## config.mk

```make
export PLATFORM = sky130hd
export DESIGN_NAME = ram_arbiter_2port
export DESIGN_NICKNAME = d
export VERILOG_FILES = /design/src/rtl/ram_arbiter_2port.sv
export SDC_FILE = /design/constraint.sdc
export NUM_CORES = 1
export LEC_CHECK = 0
export ABC_CLOCK_PERIOD_IN_PS = 1600
export CAP_MARGIN = 20
export CORE_MARGIN = 3
export CORE_UTILIZATION = 41
export CTS_BUF_LIST = sky130_fd_sc_hd__clkbuf_2 sky130_fd_sc_hd__clkbuf_4 sky130_fd_sc_hd__clkbuf_8
export CTS_CLUSTER_DIAMETER = 30
export DETAILED_ROUTE_END_ITERATION = 6
export PLACE_DENSITY = 0.9
export SKIP_LAST_GASP = 1
export SYNTH_ARGS = -nofsm -noshare
export SYNTH_HDL_FRONTEND = slang
export SYNTH_SLANG_ARGS = --single-unit
```

## constraint.sdc

```tcl
create_clock -name CLK -period 1.6 [get_ports CLK]
set_clock_uncertainty 0.1 [all_clocks]
set_input_delay 0.32 -clock CLK [delete_from_list [all_inputs] [get_ports CLK]]
set_output_delay 0.32 -clock CLK [all_outputs]
set_load 0.02 [all_outputs]
```

## src/rtl/ram_arbiter_2port.sv

```systemverilog
// Two-requester RAM port arbiter with periodic refresh insertion.
// Port A has fixed priority; port B is protected by an A-streak limit.
module ram_arbiter_2port #(
    parameter int ADDR_W           = 24,
    parameter int MAX_A_BURST      = 4,
    parameter int REFRESH_INTERVAL = 1024
) (
    input  logic              CLK,
    input  logic              RESET_n,
    input  logic              A_OE_n,
    input  logic              A_WE_n,
    input  logic [ADDR_W-1:0] A_ADDR,
    input  logic [15:0]       A_DIN,
    input  logic              A_DIN_SIZE,
    output logic [15:0]       A_DOUT,
    output logic              A_ACK_n,
    input  logic              B_OE_n,
    input  logic              B_WE_n,
    input  logic [ADDR_W-1:0] B_ADDR,
    input  logic [15:0]       B_DIN,
    input  logic              B_DIN_SIZE,
    output logic [15:0]       B_DOUT,
    output logic              B_ACK_n,
    output logic              M_OE_n,
    output logic              M_WE_n,
    output logic              M_RFSH_n,
    output logic [ADDR_W-1:0] M_ADDR,
    output logic [15:0]       M_DIN,
    output logic              M_DIN_SIZE,
    input  logic [15:0]       M_DOUT,
    input  logic              M_ACK_n
);
    localparam logic [1:0] ST_ARB  = 2'd0;
    localparam logic [1:0] ST_BUSY = 2'd1;
    localparam logic [1:0] ST_RFSH = 2'd2;
    localparam logic [1:0] ST_DONE = 2'd3;

    localparam int SW = $clog2(MAX_A_BURST + 1);
    localparam int CW = $clog2(REFRESH_INTERVAL);
    localparam logic [SW-1:0] STREAK_MAX = SW'(MAX_A_BURST);
    localparam logic [CW-1:0] RCNT_LOAD  = CW'(REFRESH_INTERVAL - 1);

    logic [1:0]        state_q, state_d;
    logic              owner_b_q, owner_b_d;
    logic [SW-1:0]     a_streak_q, a_streak_d;
    logic              rfsh_pend_q, rfsh_pend_d;
    logic [CW-1:0]     rcnt_q, rcnt_d;
    logic              m_oe_n_q, m_oe_n_d;
    logic              m_we_n_q, m_we_n_d;
    logic              m_rfsh_n_q, m_rfsh_n_d;
    logic [ADDR_W-1:0] m_addr_q, m_addr_d;
    logic [15:0]       m_din_q, m_din_d;
    logic              m_size_q, m_size_d;
    logic [15:0]       a_dout_q, a_dout_d;
    logic [15:0]       b_dout_q, b_dout_d;
    logic              a_ack_n_q, a_ack_n_d;
    logic              b_ack_n_q, b_ack_n_d;

    logic a_req, b_req, grant_host, grant_b;

    // Next-state logic: arbitration, transaction tracking, refresh timer.
    always_comb begin
        a_req       = !A_OE_n || !A_WE_n;
        b_req       = !B_OE_n || !B_WE_n;
        grant_host  = 1'b0;
        grant_b     = 1'b0;
        state_d     = state_q;
        owner_b_d   = owner_b_q;
        a_streak_d  = a_streak_q;
        rfsh_pend_d = rfsh_pend_q;
        m_oe_n_d    = m_oe_n_q;
        m_we_n_d    = m_we_n_q;
        m_rfsh_n_d  = m_rfsh_n_q;
        m_addr_d    = m_addr_q;
        m_din_d     = m_din_q;
        m_size_d    = m_size_q;
        a_dout_d    = a_dout_q;
        b_dout_d    = b_dout_q;
        a_ack_n_d   = 1'b1;
        b_ack_n_d   = 1'b1;

        if (rcnt_q == '0) begin
            rcnt_d = RCNT_LOAD;
        end else begin
            rcnt_d = rcnt_q - 1'b1;
        end

        unique case (state_q)
            ST_ARB: begin
                if (!b_req) begin
                    a_streak_d = '0;
                end
                if (rfsh_pend_q) begin
                    rfsh_pend_d = 1'b0;
                    m_rfsh_n_d  = 1'b0;
                    state_d     = ST_RFSH;
                end else if (b_req && a_streak_q == STREAK_MAX) begin
                    grant_host = 1'b1;
                    grant_b    = 1'b1;
                end else if (a_req) begin
                    grant_host = 1'b1;
                    if (b_req && a_streak_q != STREAK_MAX) begin
                        a_streak_d = a_streak_q + 1'b1;
                    end
                end else if (b_req) begin
                    grant_host = 1'b1;
                    grant_b    = 1'b1;
                end
                if (grant_host) begin
                    state_d   = ST_BUSY;
                    owner_b_d = grant_b;
                    m_oe_n_d  = grant_b ? B_OE_n : A_OE_n;
                    m_we_n_d  = grant_b ? B_WE_n : A_WE_n;
                    m_addr_d  = grant_b ? B_ADDR : A_ADDR;
                    m_din_d   = grant_b ? B_DIN : A_DIN;
                    m_size_d  = grant_b ? B_DIN_SIZE : A_DIN_SIZE;
                    if (grant_b) begin
                        a_streak_d = '0;
                    end
                end
            end
            ST_BUSY, ST_RFSH: begin
                if (!M_ACK_n) begin
                    if (state_q == ST_BUSY) begin
                        if (owner_b_q) begin
                            b_dout_d  = M_DOUT;
                            b_ack_n_d = 1'b0;
                        end else begin
                            a_dout_d  = M_DOUT;
                            a_ack_n_d = 1'b0;
                        end
                    end
                    state_d    = ST_DONE;
                    m_oe_n_d   = 1'b1;
                    m_we_n_d   = 1'b1;
                    m_rfsh_n_d = 1'b1;
                    m_addr_d   = '0;
                    m_din_d    = '0;
                    m_size_d   = 1'b0;
                end
            end
            ST_DONE: begin
                state_d = ST_ARB;
            end
        endcase

        if (rcnt_q == '0) begin
            rfsh_pend_d = 1'b1;
        end
    end

    // State and output registers, cleared asynchronously.
    always_ff @(posedge CLK or negedge RESET_n) begin
        if (!RESET_n) begin
            state_q     <= ST_ARB;
            owner_b_q   <= 1'b0;
            a_streak_q  <= '0;
            rfsh_pend_q <= 1'b0;
            rcnt_q      <= RCNT_LOAD;
            m_oe_n_q    <= 1'b1;
            m_we_n_q    <= 1'b1;
            m_rfsh_n_q  <= 1'b1;
            m_addr_q    <= '0;
            m_din_q     <= '0;
            m_size_q    <= 1'b0;
            a_dout_q    <= '0;
            b_dout_q    <= '0;
            a_ack_n_q   <= 1'b1;
            b_ack_n_q   <= 1'b1;
        end else begin
            state_q     <= state_d;
            owner_b_q   <= owner_b_d;
            a_streak_q  <= a_streak_d;
            rfsh_pend_q <= rfsh_pend_d;
            rcnt_q      <= rcnt_d;
            m_oe_n_q    <= m_oe_n_d;
            m_we_n_q    <= m_we_n_d;
            m_rfsh_n_q  <= m_rfsh_n_d;
            m_addr_q    <= m_addr_d;
            m_din_q     <= m_din_d;
            m_size_q    <= m_size_d;
            a_dout_q    <= a_dout_d;
            b_dout_q    <= b_dout_d;
            a_ack_n_q   <= a_ack_n_d;
            b_ack_n_q   <= b_ack_n_d;
        end
    end

    assign M_OE_n     = m_oe_n_q;
    assign M_WE_n     = m_we_n_q;
    assign M_RFSH_n   = m_rfsh_n_q;
    assign M_ADDR     = m_addr_q;
    assign M_DIN      = m_din_q;
    assign M_DIN_SIZE = m_size_q;
    assign A_DOUT     = a_dout_q;
    assign B_DOUT     = b_dout_q;
    assign A_ACK_n    = a_ack_n_q;
    assign B_ACK_n    = b_ack_n_q;
endmodule

```

# Yosys cells after proc, flatten, opt, wreduce, memory -nomap -nowiden
# Cells that the tools add are included.
# totals
regBits,95
elab_cells,99
out_inout_bits,78
# classes
eq_ne,9
n_reduce_logical,19
bitwise,2
add_sub_neg,2
n_mux,52
# op_table
op,count
2-to-1 mux 24 bit,3
2-to-1 mux 16 bit,3
one-hot mux 24 bit (2 select lines),1
one-hot mux 16 bit (2 select lines),1
2-to-1 mux 1 bit,28
2-to-1 mux 3 bit,7
logical NOT 10 bit,1
2-to-1 mux 10 bit,1
"subtractor 10 x 1 -> 10 bit, second input constant",1
one-hot mux 1 bit (2 select lines),4
AND reduction 4 bit,2
2-to-1 mux 2 bit,3
"!= test 2 bit, second input constant",3
"!= test 3 bit, second input constant",2
one-hot mux 2 bit (3 select lines),1
AND reduction 3 bit,2
"== test 2 bit, second input constant",2
logical NOT 1 bit,4
AND reduction 2 bit,2
nonzero test 2 bit,2
"adder 3 x 1 -> 3 bit, second input constant",1
"== test 3 bit, second input constant",1
"== test 2 x 1 -> 1 bit, second input constant",1
logical AND 1 bit,2
other kinds (4),6

# Logic depth before layout (Yosys ltp)
# Gate-level depths: netlist of the first run.
# depth
ltp_word,10
depth_mapped,8
depth_no_buf,5

# Worst setup path after synthesis of the first run
# No wires, ideal clock.
# synth_timing
kind,register -> register
from,reg state_q[0]
to,reg m_addr_q[0] (netlist: M_ADDR[0])
required_ns,1.414
arrival_time_ns,1.607
path_slack_ns,-0.193
setup_time_ns,0.086
stages_incl_launch_ff,9
path_cell_list,dfrtp_1 -> inv_1 -> ha_1 -> buf_2 -> nor3b_1 -> buf_2 -> buf_2 -> nand3_1 -> o221ai_2
# synth_via
elab_chain_len,4
# synth_lines
element,line,rtl
from (decl),43,"logic [1:0] state_q, state_d;"
from (signal assigned),171,state_q <= state_d;
== test 2 x 1 -> 1 bit or == test 2 bit (tied branches),88,unique case (state_q)
OR reduction 2 bit,88,
!= test 2 bit (no source line) or nonzero test 2 bit (tied branches),-,
AND reduction 3 bit (no source line),-,
to (signal assigned),179,m_addr_q <= m_addr_d;
to (decl),51,"logic [ADDR_W-1:0] m_addr_q, m_addr_d;"
# Parallel ways exist; a longest one is shown, timed or not.
# A chain may end at the register's enable or synchronous reset.

# Final worst setup path of the first run
# layout_timing
from,reg state_q[1]
to,reg m_din_q[10] (netlist: M_DIN[10])
# layout_via
elab_chain_len,4
# layout_lines
element,line,rtl
== test 2 x 1 -> 1 bit or == test 2 bit (tied branches),88,
OR reduction 2 bit,88,
!= test 2 bit (no source line) or nonzero test 2 bit (tied branches),-,
AND reduction 3 bit (no source line),-,
to (signal assigned),180,m_din_q <= m_din_d;
to (decl),52,"logic [15:0] m_din_q, m_din_d;"
# Parallel ways exist; a longest one is shown, timed or not.

==> metrics.log, run 1 <==
INFO  metric layout_worst_path_cycle_share = 114%
INFO  metric netlist_top_cells_area = dfrtp_1, o221ai_2, dfstp_2
INFO  metric grtUsageMet3 = 4.79%
INFO  metric viasPerCell = 5.64
INFO  metric htreeDepth = 3
INFO  metric failing_checks = setup timing
INFO  metric antenna_cells_inserted = 0
INFO  metric worstSkewPairLatency = 0.35 ns
INFO  metric std_cell_rows = 39
INFO  metric layout_min_cycle_time = 1.82 ns
INFO  metric fmax = 0.549 GHz
INFO  metric core_area = 0.0115 sq mm
INFO  metric drive_gt1_share = roughly 25%
INFO  metric num-nets-final = 744
INFO  metric number_of_flops_mapped_to_enable_cells_by_yosys = 0
INFO  metric startpoint = state_q[1]
INFO  metric cp_data_required_time = 1.78 ns
INFO  metric dpl_cell_area = 0.00708 sq mm
INFO  metric worst_setup_path_end_kind = flip-flop
INFO  metric global_route.usage.met1 = 27.4%
INFO  metric antenna_found_initial = 0
INFO  metric initial_utilization = a little over two fifths
INFO  metric ff2ff_path_depth = 7
INFO  metric power.ir.vdd_worst = 0.813 mV
INFO  metric comb_power_share = 59.7%
INFO  metric reg2reg_to = M_DIN[10]
INFO  metric syn_area_per_cell = about 12 sq um
INFO  metric drv_slew = 0
INFO  metric tritoncts = done
INFO  metric die_height = 115 um
INFO  metric fp.dieArea = about 0.013 sq mm
INFO  metric totalNegativeSetupSlack = -10.82 ns
INFO  metric final_hold_viol_count = 0
INFO  metric die_width = 115 um
INFO  metric r2r_slack = -0.22 ns
INFO  metric max-clock-path-buffers = 2
INFO  metric synthCells = 420
INFO  metric yosys.cell_count.top_type = dfrtp_1
INFO  metric sw_frac_of_total = 40.6%
INFO  metric total_power = 12.7 mW
INFO  metric net-switching-power = 5.14 mW
INFO  metric synth_top_area_share = 41.1%
INFO  metric finalInstanceArea = between 0.007 and 0.008 sq mm
INFO  metric route.vias.total = around 4400
INFO  metric netlist_area = between 0.004 and 0.005 sq mm
INFO  metric post-route-drc-count = 0
INFO  metric post_synth_most_frequent_cells = dfrtp_1, inv_1, nand3_1
INFO  metric min_to = M_WE_n
INFO  metric cts.sink_count = 95
INFO  metric io-pin-count = 183
INFO  metric grt_pass1_wl = 24400 um
INFO  metric finalSetupViolCount = 75
INFO  metric use_met2 = 41.6%
INFO  metric worstSetupPathType = reg2reg
INFO  metric maxSlewHeadroom = between 60% and 70%
INFO  metric min_path_cells = 3
INFO  metric post-place-cells = 743
INFO  metric async_reset_ff_share = 100%
INFO  metric remaining_antenna_violation_count_after_routing = 0
INFO  metric gpl.final_weighted_congestion = ~0.86
INFO  metric final_cells = 780
INFO  metric critPathLaunchType = flip-flop
INFO  metric drt_initial_violations = between 300 and 400
INFO  metric cp_max_fo = 6
INFO  metric timing.rr.start = state_q[1]
INFO  metric wl_per_cell = 20.2 um
INFO  metric cts-buffers-inserted = 9
INFO  metric maxCapViolations = 0
INFO  metric timing.final.ws_setup = -0.221 ns
INFO  metric synth.distinct_cells = 47
INFO  metric maximum_number_of_pins_on_one_net_before_global_route_repair = 39
INFO  metric worst-endpoint-arrival = 2.00 ns
INFO  metric post-place-ws = -0.392 ns
INFO  metric dp_hpwl = between 10000 and 15000 um
INFO  metric yosysWarnings = 0
INFO  metric firstDrtPassIters = 4
INFO  metric wire_length_reported_by_the_detailed_router = between 15000 and 20000 um
INFO  metric synth_top_flop_cell = dfrtp_1
INFO  metric power.internal = about 7.5 mW
INFO  metric synthesis.nets = about 530
INFO  metric overflow = 0
INFO  metric grtUsageTotal = a little under a quarter
INFO  metric grt_busiest_layer = met2
INFO  metric path_clk_slew = 0.10 ns
INFO  metric post-synth-top-area-cell = dfrtp_1
INFO  metric p_leak = 3.27 nW
INFO  metric via_count_of_the_first_global_routing_pass = 4913
INFO  metric sequential_share_of_power = 28.7%
INFO  metric tightest_slew = 0.522 ns
INFO  metric worstHoldStart = B_WE_n
INFO  metric power.clock.fraction = between 10% and 20%
INFO  metric area.growth.synth_to_final = 56.3%
INFO  metric yosysSeqAreaShare = between 40% and 50%
INFO  metric place.port_buffers = 182
INFO  metric power_density = 1660 mW/mm^2
INFO  metric run_status = complete, but fails checks
INFO  metric grt_setup_unrepaired = yes
INFO  metric cts-root-buf = clkbuf_8
INFO  metric worst_hold_path_type = in2reg
INFO  metric postSynthRegisterBits = 95
[how the worst max path moves through the flow]
stage | slack (ns) | end
6_report | -0.22 | M_DIN[10]
5_1_grt | -0.29 | M_DIN[9]
3_3_place_gp | -0.32 | M_DIN[9]
2_1_floorplan | -0.09 | M_ADDR[0]
3_5_place_dp | -0.39 | M_DIN[15]
4_1_cts | -0.20 | M_DIN[5]
[worst max-delay path, stage by stage (launching register included)]
cell	delay, ns
dfrtp_1	0.41
inv_2	0.12
ha_4	0.24
nor3b_4	0.16
a31o_4	0.29
buf_12	0.15
buf_16	0.13
o221ai_2	0.15
[sequential cells by signal, indices dropped and copies added (netlist names)]
signal / cells
B_ACK_n: 1
rfsh_pend_q: 1
M_DIN: 16
M_ADDR: 24
state_q: 2
M_OE_n: 1
A_DOUT: 16
M_DIN_SIZE: 1
rcnt_q: 10
M_RFSH_n: 1
a_streak_q: 3
M_WE_n: 1
owner_b_q: 1
A_ACK_n: 1
B_DOUT: 16
[layout make-up]
cell class | count | area (sq um)
tap | 143 | 179
fill | 877 | 3910
multi-input combinational | 240 | 2220
clock buffer | 11 | 145
timing repair buffer | 237 | 2450
clock inverter | 5 | 33.8
inverter | 49 | 184
sequential | 95 | 2400
[what timing repair did]
action,CTS,global route
pin swaps,2,10
setup endpoints to repair,157,83
resized for setup,115,15
hold endpoints to repair,12,0
gates cloned,7,2
buffers inserted,10,3
hold buffers,1,0
[cell families after synthesis]
| group | count (synthesis) | share of synthesized area (%) |
|---|---|---|
| multiplexers | 35 | 8.04 |
| XOR/XNOR | 5 | 0.899 |
| adder cells (fa/ha/maj) | 7 | 1.80 |
| AND/OR/NAND/NOR | 125 | 15.0 |
| AO/OA/AOI/OAI | 68 | 16.7 |
| buffers and inverters | 85 | 8.43 |
| flip-flops | 95 | 49.2 |
[cell usage in the layout, fill, tap and decap left out, types with 6 or more instances in the layout]
| cell type | instances |
|---|---|
| dlygate4sd2_1 | 73 |
| buf_4 | 28 |
| dfrtp_1 | 80 |
| nand2_1 | 12 |
| nand3_1 | 42 |
| dfstp_2 | 15 |
| clkbuf_8 | 10 |
| clkdlybuf4s50_1 | 102 |
| mux2_1 | 31 |
| buf_16 | 6 |
| buf_6 | 7 |
| buf_12 | 11 |
| nand4_1 | 42 |
| inv_1 | 45 |
| o221ai_2 | 41 |
[power by group through the flow]
stage | clock network (mW) | registers [mW] | logic (mW)
final | 1.47 | 3.64 | 7.55
after global routing | 1.62 | 3.73 | 8.00
after CTS | 1.50 | 3.64 | 7.25
after detailed placement | 0 | 3.71 | 6.44
after global placement | 0 | 3.66 | 6.19
after floorplan | 0 | 4.50 | 3.20
[layer usage]
metal	share of wire, %	wire (um)
met3	5.6	888
met1	40	6250
met5	0	0
met2	52	8270
met4	2.3	362
[stage by stage]
stage / hold slack (ns) / util, %
CTS: 0.307 / 65.2
finish: 0.284 / 66.1
floorplan: -0.0756 / -
global placement: 0.158 / 61.4
detailed placement: 0.161 / 61.4
global route: 0.293 / 66.1
Note: power is estimated with default switching activity, not from simulation.
==> run 2, diff against run 1 <==
==> constraint.sdc (replaced) <==
create_clock -name CLK -period 1.6 [get_ports CLK]
set_clock_uncertainty 0.1 [all_clocks]
set_input_delay 0.32 -clock CLK [delete_from_list [all_inputs] [get_ports CLK]]
set_output_delay 0.32 -clock CLK [all_outputs]
set_load 0.05 [all_outputs]
==> run 2 against run 1 <==
  * The flow still finishes with violations (setup timing)
  * Clock power decreased by 3%
  * Setup slack got worse by 0.0022 ns
  * Combinational power increased by 42%
  * Power increased by 28%
  * Sequential share of layout area decreased by 2.9 points
  * Largest cell class unchanged
==> metrics.log, run 2 (synthesized netlist as in run 1, its figures left out) <==
INFO  metric wl_per_cell = 19.4 um (-3.9%)
INFO  metric place.port_buffers = 182 (unchanged)
INFO  metric fp.dieArea = 0.0132 sq mm (unchanged)
INFO  metric post-place-cells = 755 (+1.6%)
INFO  metric worst_setup_path_end_kind = flip-flop
INFO  metric finalSetupViolCount = 80 (+6.7%)
INFO  metric failing_checks = setup timing
INFO  metric final_hold_viol_count = 0 (unchanged)
INFO  metric timing.final.ws_setup = -0.223 ns (-0.00218 ns)
INFO  metric worstSetupPathType = reg2reg
INFO  metric area.growth.synth_to_final = 72.3%
INFO  metric critPathLaunchType = flip-flop
INFO  metric cts-root-buf = clkbuf_8
INFO  metric post-route-drc-count = 0 (unchanged)
INFO  metric drt_initial_violations = 295 (-23%)
INFO  metric dp_hpwl = 11000 um (+7.5%)
INFO  metric totalNegativeSetupSlack = -10.83 ns (-0.00630 ns)
INFO  metric htreeDepth = 3 (unchanged)
INFO  metric firstDrtPassIters = 4 (unchanged)
INFO  metric max_ffs_per_register = 24 (unchanged)
INFO  metric maxSlewHeadroom = 69.1% (+4.3 points)
INFO  metric maxCapViolations = 0 (unchanged)
INFO  metric layout_worst_path_cycle_share = 114% (+0.14 points)
INFO  metric gpl.final_weighted_congestion = 0.897 (+4.0%)
INFO  metric core_area = 0.0115 sq mm (unchanged)
INFO  metric route.vias.total = 4397 (-0.11%)
INFO  metric fmax = 0.548 GHz (-0.12%)
INFO  metric antenna_found_initial = 0 (unchanged)
INFO  metric wire_length_reported_by_the_detailed_router = 15200 um (-3.5%)
INFO  metric final_cells = 783 (+0.38%)
INFO  metric maximum_number_of_pins_on_one_net_before_global_route_repair = 38 (-2.6%)
INFO  metric io-pin-count = 183 (unchanged)
INFO  metric p_leak = 3.45 nW (+5.7%)
INFO  metric initial_utilization = 42.3% (unchanged)
INFO  metric grt_pass1_wl = 23100 um (-5.2%)
INFO  metric antenna_cells_inserted = 0 (unchanged)
INFO  metric power_density = 1930 mW/mm^2 (+16%)
INFO  metric sw_frac_of_total = 42.8% (+2.2 points)
INFO  metric num-nets-final = 747 (+0.40%)
INFO  metric sequential_share_of_power = 25.1% (-3.6 points)
INFO  metric cts.sink_count = 95 (unchanged)
INFO  metric worst-endpoint-arrival = 1.99 ns (about the same)
INFO  metric overflow = 0 (unchanged)
INFO  metric tritoncts = done
INFO  metric max-clock-path-buffers = 2 (unchanged)
INFO  metric drv_slew = 0 (unchanged)
INFO  metric layout.cells.most_common_list = clkdlybuf4s50_1, buf_12, dfrtp_1
INFO  metric layout_min_cycle_time = 1.82 ns (+0.00218 ns)
INFO  metric die_width = 115 um (unchanged)
INFO  metric power.internal = 9.25 mW (+23%)
INFO  metric layout.cells.most_common = clkdlybuf4s50_1
INFO  metric grt_setup_unrepaired = yes
INFO  metric via_count_of_the_first_global_routing_pass = 4634 (-5.7%)
INFO  metric path_clk_slew = 0.09 ns (about the same)
INFO  metric drive_gt1_share = 38.4% (+14 points)
INFO  metric finish.utilization = 72.8% (+6.8 points)
INFO  metric cp_data_required_time = 1.77 ns (about the same)
INFO  metric die_height = 115 um (unchanged)
INFO  metric power.ir.vdd_worst = 1.29 mV (+59%)
INFO  metric tightest_slew = 0.460 ns (-0.0625 ns)
INFO  metric hold-worst-slack = 0.313 ns (+0.0288 ns)
INFO  metric std_cell_rows = 39 (unchanged)
INFO  metric worstSkewPairLatency = 0.35 ns (about the same)
INFO  metric grtUsageTotal = 22.0% (-1.2 points)
INFO  metric remaining_antenna_violation_count_after_routing = 0 (unchanged)
INFO  metric net-switching-power = 6.92 mW (+35%)
INFO  metric run_status = complete, but fails checks
INFO  metric comb_power_share = 66.1% (+6.4 points)
INFO  metric post-place-ws = -0.442 ns (-0.0507 ns)
INFO  metric viasPerCell = 5.62 (-0.50%)
INFO  metric power.clock.fraction = 8.8% (-2.8 points)
INFO  metric cts-buffers-inserted = 9 (unchanged)
INFO  metric cp_max_fo = 17 (+11)
INFO  metric worst_hold_path_type = in2async
## run 2: final cells by class
class                   instances  area (sq um)
repair buffers                240          3230
fillers                       745          3130
flip-flops and latches         95          2400
multi-input cells             240          2230
inverters                      49           184
well taps                     143           179
clock buffers                  11           145
clock inverters                 5          25.0
## run 2: metrics by stage
step / total power, mW / instance area [sq um]
after floorplan: 9.28 / 4960
after global placement: 13.6 / 7980
after detailed placement: 13.9 / 7980
after CTS: 15.5 / 8250
after global routing: 16.9 / 8390
final: 16.2 / 8390
## run 2: critical path: stages (launching register included)
cell and delay [ns]:
dfrtp_1 0.40, inv_2 0.11, ha_4 0.24, nor3b_1 0.14
a31o_2 0.25, buf_4 0.14, buf_12 0.15, o221ai_2 0.19
## run 2: repair_timing
action / CTS / global route
resized for setup: 10 / 24
setup endpoints to repair: 80 / 81
hold endpoints to repair: 11 / 0
setup buffers: 3 / 6
hold buffers: 1 / 0
gates cloned: 1 / 3
## run 2: layer usage
metal	vias up	routed length [um]	track usage, %
li1	1988	-	-
met1	2189	5750	26.1
met2	178	8040	39.0
met3	42	910	4.89
met4	0	523	8.45
met5	-	0	0
## run 2: final timing paths
path,start,endpoint,slack [ns],cells past startpoint
hold / removal,RESET_n,B_DOUT[2],0.31,2
setup / recovery,state_q[1],M_ADDR[5],-0.22,7
setup reg to reg,state_q[1],M_ADDR[5],-0.22,7
hold reg to reg,rcnt_q[0],rcnt_q[0],0.37,1
min in group CLK,rcnt_q[0],rcnt_q[0],0.37,1
max in group asynchronous,RESET_n,M_WE_n,0.50,3
## run 2: power groups by stage
stage	Sequential [mW]	Combinational, mW	Clock (mW)
after floorplan	6.08	3.20	0
after global placement	4.04	9.57	0
after detailed placement	4.10	9.84	0
after CTS	4.06	10.0	1.45
after global routing	4.17	11.2	1.57
final	4.07	10.7	1.42
